$ cat src/rtl/axi_traffic_gen.sv
// AXI4 write/read-back traffic generator for the DDR2 controller bench.
// One burst in flight at a time; data is the address-derived beat pattern.
module axi_traffic_gen #(
  parameter int ADDR_WIDTH  = 25,
  parameter int DATA_WIDTH  = 32,
  parameter int BURST_LEN   = 8,
  parameter int ADDR_BASE   = 16,
  parameter int ADDR_STRIDE = 16,
  parameter int GAP_CYCLES  = 50,
  parameter int NUM_BURSTS  = 0,
  parameter int MODE        = 1
) (
  input  logic                  clk,
  input  logic                  rstn,
  input  logic                  init_end,
  input  logic                  start,
  output logic                  awvalid,
  input  logic                  awready,
  output logic [ADDR_WIDTH-1:0] awaddr,
  output logic [7:0]            awlen,
  output logic                  wvalid,
  input  logic                  wready,
  output logic [DATA_WIDTH-1:0] wdata,
  output logic                  wlast,
  input  logic                  bvalid,
  input  logic [1:0]            bresp,
  output logic                  bready,
  output logic                  arvalid,
  input  logic                  arready,
  output logic [ADDR_WIDTH-1:0] araddr,
  output logic [7:0]            arlen,
  input  logic                  rvalid,
  input  logic [DATA_WIDTH-1:0] rdata,
  input  logic                  rlast,
  output logic                  rready,
  output logic                  busy,
  output logic                  done,
  output logic [15:0]           burst_cnt,
  output logic [15:0]           err_cnt
);

  localparam int SW = (ADDR_WIDTH > DATA_WIDTH) ? ADDR_WIDTH : DATA_WIDTH;
  localparam logic [15:0] LAST = 16'(BURST_LEN - 1);
  localparam logic [15:0] NB = 16'(NUM_BURSTS);
  localparam logic [31:0] GAP_TC =
    (GAP_CYCLES == 0) ? 32'd0 : 32'(GAP_CYCLES - 1);
  localparam logic [ADDR_WIDTH-1:0] BASE = ADDR_WIDTH'(ADDR_BASE);
  localparam logic [ADDR_WIDTH-1:0] STRIDE = ADDR_WIDTH'(ADDR_STRIDE);

  typedef enum logic [3:0] {
    S_IDLE, S_GAP, S_AW, S_W, S_B, S_AR, S_R, S_NEXT, S_DONE
  } state_t;

  state_t state, state_nxt;

  logic [31:0]           gap_cnt;
  logic [15:0]           beat;
  logic [DATA_WIDTH-1:0] pat_cur;
  logic [DATA_WIDTH-1:0] pat_nxt;
  logic                  go;
  logic                  gap_done;
  logic                  last_burst;
  logic [1:0]            r_err;
  logic [1:0]            err_inc;
  logic [16:0]           err_sum;
  logic [15:0]           err_nxt;

  function automatic logic [DATA_WIDTH-1:0] pattern(
    input logic [ADDR_WIDTH-1:0] a,
    input logic [15:0]           i
  );
    logic [SW:0] s;
    s = (SW+1)'(a) + (SW+1)'(i);
    return s[DATA_WIDTH-1:0];
  endfunction

  assign awlen   = 8'(BURST_LEN - 1);
  assign arlen   = 8'(BURST_LEN - 1);
  assign araddr  = awaddr;
  assign pat_cur = pattern(awaddr, beat);
  assign pat_nxt = pattern(awaddr, beat + 16'd1);

  assign go         = start && init_end;
  assign gap_done   = init_end && (gap_cnt == GAP_TC);
  assign last_burst = (NUM_BURSTS != 0) && (burst_cnt + 16'd1 == NB);

  // A read beat can be wrong in data and in framing at the same time.
  assign r_err = {1'b0, rdata != pat_cur}
               + {1'b0, rlast != (beat == LAST)};

  always_comb begin
    err_inc = 2'd0;
    if (state == S_B && bvalid && bresp != 2'b00) err_inc = 2'd1;
    if (state == S_R && rvalid) err_inc = r_err;
  end

  assign err_sum = {1'b0, err_cnt} + {15'd0, err_inc};
  assign err_nxt = err_sum[16] ? 16'hFFFF : err_sum[15:0];

  always_ff @(posedge clk or negedge rstn) begin
    if (!rstn) state <= S_IDLE;
    else       state <= state_nxt;
  end

  always_comb begin
    state_nxt = state;
    awvalid   = 1'b0;
    wvalid    = 1'b0;
    wlast     = 1'b0;
    bready    = 1'b0;
    arvalid   = 1'b0;
    rready    = 1'b0;
    busy      = 1'b1;
    done      = 1'b0;
    unique case (state)
      S_IDLE: begin
        busy = 1'b0;
        if (go) state_nxt = S_GAP;
      end
      S_GAP: if (gap_done) state_nxt = S_AW;
      S_AW: begin
        awvalid = 1'b1;
        if (awready) state_nxt = S_W;
      end
      S_W: begin
        wvalid = 1'b1;
        wlast  = (beat == LAST);
        if (wready && wlast) state_nxt = S_B;
      end
      S_B: begin
        bready = 1'b1;
        if (bvalid) state_nxt = (MODE != 0) ? S_AR : S_NEXT;
      end
      S_AR: begin
        arvalid = 1'b1;
        if (arready) state_nxt = S_R;
      end
      S_R: begin
        rready = 1'b1;
        if (rvalid && rlast) state_nxt = S_NEXT;
      end
      S_NEXT: state_nxt = last_burst ? S_DONE : S_GAP;
      S_DONE: begin
        busy = 1'b0;
        done = 1'b1;
        if (go) state_nxt = S_GAP;
      end
      default: state_nxt = S_IDLE;
    endcase
  end

  always_ff @(posedge clk or negedge rstn) begin
    if (!rstn) begin
      gap_cnt   <= '0;
      beat      <= '0;
      awaddr    <= BASE;
      wdata     <= '0;
      burst_cnt <= '0;
      err_cnt   <= '0;
    end else begin
      err_cnt <= err_nxt;
      unique case (state)
        S_IDLE, S_DONE: begin
          if (go) begin
            gap_cnt   <= '0;
            awaddr    <= BASE;
            burst_cnt <= '0;
            err_cnt   <= '0;
          end
        end
        S_GAP: if (init_end) gap_cnt <= gap_cnt + 32'd1;
        S_AW: begin
          if (awready) begin
            beat  <= '0;
            wdata <= pattern(awaddr, 16'd0);
          end
        end
        S_W: begin
          if (wready) begin
            beat  <= beat + 16'd1;
            wdata <= pat_nxt;
          end
        end
        S_AR: if (arready) beat <= '0;
        // Beat index saturates so a runaway read never aliases back to 0.
        S_R: begin
          if (rvalid && beat != 16'hFFFF) beat <= beat + 16'd1;
        end
        S_NEXT: begin
          gap_cnt   <= '0;
          burst_cnt <= burst_cnt + 16'd1;
          awaddr    <= awaddr + STRIDE;
        end
        default: ;
      endcase
    end
  end

endmodule
$ cat config.mk
export PLATFORM = sky130hd
export DESIGN_NAME = axi_traffic_gen
export DESIGN_NICKNAME = d
export VERILOG_FILES = /design/src/rtl/axi_traffic_gen.sv
export SDC_FILE = /design/constraint.sdc
export NUM_CORES = 1
export LEC_CHECK = 0
export CORE_MARGIN = 5
export CORE_UTILIZATION = 50
export DETAILED_ROUTE_END_ITERATION = 8
export GPL_ROUTABILITY_DRIVEN = 0
export GPL_TIMING_DRIVEN = 0
export PLACE_DENSITY_LB_ADDON = 0.05
export SETUP_SLACK_MARGIN = 0.05
export SLEW_MARGIN = 25
export SYNTH_ARGS = -nofsm -noshare
export SYNTH_HDL_FRONTEND = slang
export SYNTH_SLANG_ARGS = --single-unit
$ cat constraint.sdc
create_clock -name clk -period 9 [get_ports clk]
set_clock_uncertainty 0.15 [all_clocks]
set_input_delay 0.9 -clock clk [delete_from_list [all_inputs] [get_ports clk]]
set_output_delay 0.9 -clock clk [all_outputs]
set_load 0.005 [all_outputs]
==> results of run 1 <==
[report_power, final]
| group | internal [mW] | switching (mW) | total, mW | leakage, nW |
|---|---|---|---|---|
| Clock | 0.460 | 0.267 | 0.727 | 0.287 |
| Combinational | 0.619 | 0.574 | 1.19 | 2.97 |
| Sequential | 0.723 | 0.214 | 0.937 | 1.75 |
[cells in the mapped netlist (3+ instances only)]
| master | count | area, um^2 |
|---|---|---|
| a22oi_1 | 4 | 30.03 |
| nor4_1 | 12 | 75.07 |
| buf_4 | 53 | 397.9 |
| o21a_1 | 5 | 37.54 |
| nand3_1 | 61 | 305.3 |
| o21ai_0 | 50 | 250.2 |
| mux2i_1 | 7 | 70.07 |
| a31oi_1 | 14 | 87.58 |
| o21ai_1 | 37 | 185.2 |
| nand2_1 | 98 | 367.9 |
| ha_1 | 33 | 412.9 |
| or3_1 | 6 | 37.54 |
| nor3_1 | 20 | 100.1 |
| mux2_2 | 3 | 33.78 |
| clkbuf_1 | 38 | 142.6 |
| nand2b_1 | 11 | 68.82 |
| dfrtp_1 | 129 | 3228 |
| nor3b_1 | 4 | 30.03 |
| o22ai_1 | 6 | 37.54 |
| buf_2 | 3 | 15.01 |
| a311oi_1 | 5 | 43.79 |
| a211oi_1 | 4 | 30.03 |
| and3_1 | 22 | 137.6 |
| nor2_1 | 91 | 341.6 |
| a21o_1 | 13 | 97.59 |
| o221a_1 | 3 | 33.78 |
| xnor2_1 | 43 | 376.6 |
| inv_1 | 14 | 52.55 |
| xor2_1 | 58 | 508.0 |
| o211ai_1 | 15 | 112.6 |
| o21bai_1 | 3 | 22.52 |
| buf_1 | 7 | 26.28 |
| o31ai_1 | 13 | 97.59 |
| or4_1 | 3 | 22.52 |
| nand4_1 | 21 | 131.4 |
| and4_1 | 6 | 52.55 |
| and2_1 | 7 | 43.79 |
| a21oi_1 | 61 | 305.3 |
| nor2b_1 | 10 | 62.56 |
| o2111ai_1 | 5 | 43.79 |
[worst max path at each step]
stage,end,slack (ps),depth (start not counted)
floorplan,err_cnt[10],3510,20
global placement,araddr[20],1580,1
detailed placement,err_cnt[11],2200,21
CTS,err_cnt[8],2610,21
global route,err_cnt[3],2240,21
finish,err_cnt[8],2610,21
[worst max-delay path, stage by stage]
cell,delay [ps]
clkdlybuf4s50_1,400
or4_4,530
nor3_2,110
nand4_1,130
nor4_1,380
o21ai_1,130
or4b_1,510
or4_1,410
a2111o_1,410
ha_1,330
nand3_1,70
nand2_1,90
ha_1,160
inv_1,50
fa_1,390
nor2_1,190
and3_1,230
nand3_1,190
or3_1,500
clkbuf_1,280
a21oi_1,200
[flip-flops by register name (all words and copies together), names as in the netlist]
register   count
beat          16
state          3
gap_cnt       32
err_cnt       16
wdata         26
burst_cnt     16
araddr        21
[through the flow]
step	utilization	std cells
global route	0.6582	1474
CTS	0.6582	1474
detailed placement	0.6226	1443
floorplan	-	1067
finish	0.6582	1474
global placement	0.6207	1442
[layout make-up]
type,instances,area (um^2),share of cell area
Buffer,101,581.8,0.05110
Clock buffer,17,425.4,0.03737
Clock inverter,14,190.2,0.01671
Inverter,15,56.30,0.004946
Multi-Input combinational cell,821,5061,0.4446
Sequential cell,130,3254,0.2859
Tap cell,225,281.5,0.02473
Timing Repair Buffer,151,1534,0.1347
[kinds of logic after synthesis]
group | after synthesis | synth area share
other cells | 2 | 0.0008495
mux | 10 | 0.01175
compound gates | 254 | 0.1769
simple gates | 388 | 0.2162
flops | 130 | 0.3681
buf+inv | 116 | 0.07218
fa+ha+maj | 34 | 0.04897
xor+xnor | 103 | 0.1050
[per-layer routing]
layer / vias to the layer above / global-route usage / share of wire
met4: 2 / 0.06553 / 0.015
li1: 4038 / - / -
met1: 3948 / 0.3355 / 0.45
met2: 315 / 0.3613 / 0.44
met5: - / 0 / 0.00053
met3: 31 / 0.06999 / 0.090
==> reports/qor.csv, run 1 <==
metric,value,unit
status,"complete, no violations",
drtIter0Drc,619,
yosys_register_bits,130,
syn-cell-area,8841,um^2
chipHeight,143.0,um
grt_pass1_wl,39.22,mm
layout_commonest_cell,clkdlybuf4s50_1,
r2r-end,err_cnt[8],
synth_flop_cell,dfrtp_1,
synth-async-reset-ratio,1.000,
timing.critical_path.required,9190,ps
rsz0062_at_grt,false,
ant_nets,0,
grt_max_degree,68,
synth_edf_count,0,
r2r_cells,21,
core_area,17300,um^2
cts_buffer_depth,2,
startpoint,rdata[29],
cap_violations,0,
setup_ws,2614,ps
worstMarginPinSlew,933.4,ps
final.fill_count,1483,
grt.overflow.total,0,
reg2reg_slack,2660,ps
setup_viol,0,
synth_cells,1037,
layout_common_cells,"149 x clkdlybuf4s50_1, 129 x dfrtp_1, 98 x nand2_1, 91 x nor2_1",
antenna_cells,0,
hold_slack,252.9,ps
layout.nets,1315,
final_area,11380,um^2
dieArea,20440,um^2
vias,8334,
grtUsageTotal,0.2386,
ctsHoldBuffers,0,
yosysWarnings,0,
firstDrtPassIters,5,
fin_crit_sh,0.7096,
yosysUniqueCellTypes,70,
remaining_drc_errors,0,
finalWirelength,24.59,mm
dp_hpwl,18.18,mm
dpl_worst_slack,2199,ps
critPathArrivalTime,6580,ps
ir_worst_vdd,201.6,uV
cts.sinks,130,
hold_violations,0,
p_leak,5.008,nW
start_kind,input pin,
p_per_area,250.9,nW/um^2
syn-mean-instance-area,8.526,um^2
min_path_type,input pin to async pin,
period_needed,6386,ps
slew_headroom,0.3720,
clk_latency,420,ps
crit_path_max_fanout,10,
drv_slew,0,
ioPinCount,182,
endpoint_kind,flip-flop,
post-cts-setup-buffer-count,0,
setup_tns,0,ps
start_util,0.5111,
seq_area_frac_synth,0.3681,
drive_gt1_frac,0.08247,
clk_pin_slew_worst_paths,60,ps
wl_per_cell,16.68,um
rr_startpoint,araddr[5],
total_power,2.857,mW
cts_tree,done,
numCtsBuffers,17,
portBuffers,150,
placed_area,10770,um^2
max_freq,156.6,MHz
num_rows,48,
htreeDepth,4,
worstSetupPathType,input pin to flip-flop,
post_cts_resized,0,
die_x,143.0,um
antenna_found_initial,1,
area_growth,28.77,%
grt_pass1_vias,7758,
cts-root-buf,clkbuf_16,
vias_per_cell,5.654,
Power figures use the tool's default switching activity.
==> run 2: changes to the inputs <==
- clock period: 9 -> 5.98 ns (I/O delays scaled with it)
==> run 2 against run 1 <==
Cell count grew 1.4%; non-clock buffer count grew 21; critical path depth is the same; via count grew 1.4%; highest routed layer unchanged.
==> reports/qor.csv, run 2 (same netlist as run 1, synthesis figures left out) <==
metric,value,unit,change
crit_path_max_fanout,10,,unchanged
final_area,11660,um^2,+2.5%
finalWirelength,25.08,mm,+2.0%
rsz0062_at_grt,false,,
num_rows,48,,unchanged
layout_commonest_cell,clkdlybuf4s50_1,,
slew_headroom,0.3515,,-0.02048
cts.sinks,130,,unchanged
drtIter0Drc,565,,-8.7%
core_area,17300,um^2,unchanged
fin_crit_sh,0.9427,,
grt_max_degree,68,,unchanged
grt.overflow.total,0,,unchanged
cts-root-buf,clkbuf_16,,
start_kind,flip-flop,,
vias,8447,,+1.4%
startpoint,araddr[9],,
cts_buffer_depth,2,,unchanged
grtUsageTotal,0.2403,,+0.001699
die_x,143.0,um,unchanged
wl_per_cell,16.78,um,+0.57%
antenna_cells,0,,unchanged
endpoint_kind,flip-flop,,
clk_latency,420,ps,about the same
total_power,4.429,mW,+55%
final.fill_count,1447,,-2.4%
max_freq,177.4,MHz,
ant_nets,0,,unchanged
drv_slew,0,,unchanged
chipHeight,143.0,um,unchanged
dp_hpwl,18.18,mm,unchanged
dieArea,20440,um^2,unchanged
worstSetupPathType,flip-flop to flip-flop,,
p_leak,5.119,nW,+2.2%
placed_area,10770,um^2,unchanged
remaining_drc_errors,0,,unchanged
ir_worst_vdd,308.7,uV,+53%
timing.critical_path.required,6180,ps,-3010 ps
layout_common_cells,"149 x clkdlybuf4s50_1, 124 x dfrtp_1, 98 x nand2_1, 88 x nor2_1, 75 x buf_4",,
firstDrtPassIters,5,,unchanged
hold_violations,0,,unchanged
cts_tree,done,,
p_per_area,379.7,nW/um^2,+51%
reg2reg_slack,340,ps,-2320 ps
worstMarginPinSlew,963.9,ps,+30.44 ps
regMostFlops,gap_cnt,,
largest_reg_flops,32,,unchanged
htreeDepth,4,,unchanged
clk_pin_slew_worst_paths,60,ps,about the same
drive_gt1_frac,0.1142,,+0.03171
period_needed,5637,ps,
ioPinCount,182,,unchanged
seqCellArea,3261,um^2,+0.19%
grt_pass1_wl,39.45,mm,+0.58%
critPathArrivalTime,5830,ps,-750 ps
cap_violations,0,,unchanged
layout.nets,1336,,+1.6%
rr_startpoint,araddr[9],,
status,"complete, no violations",,
portBuffers,150,,unchanged
hold_start,wdata[19],,
grt_pass1_vias,7786,,+0.36%
min_path_type,flip-flop to flip-flop,,
antenna_found_initial,1,,unchanged
multi_input_area,5166,um^2,+2.1%
setup_viol,0,,unchanged
start_util,0.5111,,unchanged
area_growth,31.93,%,
numCtsBuffers,17,,unchanged
vias_per_cell,5.650,,about the same
## run 2: cell count changes in the layout (fill, tap and decap cells not counted), moves of 2 or more
cell | previous run | this run
buf_4 | 53 | 75
clkbuf_1 | 38 | 36
dfrtp_1 | 129 | 124
dfrtp_2 | 0 | 5
ha_1 | 33 | 30
ha_4 | 0 | 2
nor2_1 | 91 | 88
nor2_4 | 0 | 2
## run 2: metal layers
layer	wire (um)	GRT usage	share of wire
met5	13	0	0.00052
met4	424	0.07004	0.017
met3	2386	0.07234	0.095
met2	11110	0.3625	0.44
met1	11140	0.3362	0.44
## run 2: worst paths after layout
| check | cells past startpoint | endpoint |
|---|---|---|
| worst min register to register | 2 | wdata[19] |
| worst max-delay path | 21 | err_cnt[8] |
| max in group asynchronous | 3 | araddr[6] |
| worst max register to register | 21 | err_cnt[8] |
| worst min-delay path | 2 | wdata[19] |
| min in group asynchronous | 2 | err_cnt[9] |
## run 2: layout make-up
type	instances	area share
multi-input cells	821	0.4429
clock buffers	17	0.03647
flip-flops and latches	130	0.2796
inverters	15	0.004827
plain buffers	100	0.04988
clock inverters	14	0.01631
repair buffers	173	0.1459
well taps	225	0.02414
## run 2: report_power, final
| part | switching (mW) | internal, mW | total, mW |
|---|---|---|---|
| Combinational | 0.928 | 1.02 | 1.94 |
| Clock | 0.405 | 0.693 | 1.10 |
| Sequential | 0.295 | 1.09 | 1.39 |
| Total | 1.63 | 2.80 | 4.43 |
## run 2: critical path, cell delays in order (launching register included)
cell,delay [ps]
dfrtp_2,480
ha_1,250
or2_2,350
a211oi_4,260
nor2_2,100
a21o_1,210
xnor2_1,130
or4b_1,550
or4_1,410
a2111o_1,410
ha_1,330
nand3_1,70
nand2_1,90
ha_1,160
inv_1,60
fa_2,370
nor2_4,130
and3_4,220
nand3_4,120
or3_4,390
buf_4,190
a21oi_1,130
## run 2: repair_timing
action | CTS | global route
gates cloned | 0 | 0
hold buffers | 1 | 0
resized for setup | 13 | 14
endpoints found under the hold margin | 8 | 0
pin swaps | 5 | 5
endpoints found under the setup margin | 14 | 16
buffers inserted | 3 | 18
## run 2: stage by stage
stage | hold WS, ps | setup WS (ps) | std cells | TNS [ps] | util
after global routing | 364.6 | 66.59 | 1495 | 0 | 0.6743
after global placement | 319.0 | -1142 | 1442 | -151360 | 0.6207
after CTS | 342.2 | 71.52 | 1478 | 0 | 0.6623
after detailed placement | 327.3 | -518.9 | 1443 | -6082 | 0.6226
final | 331.4 | 342.7 | 1495 | 0 | 0.6743
after floorplan | 152.4 | 626.9 | 1067 | 0 | -
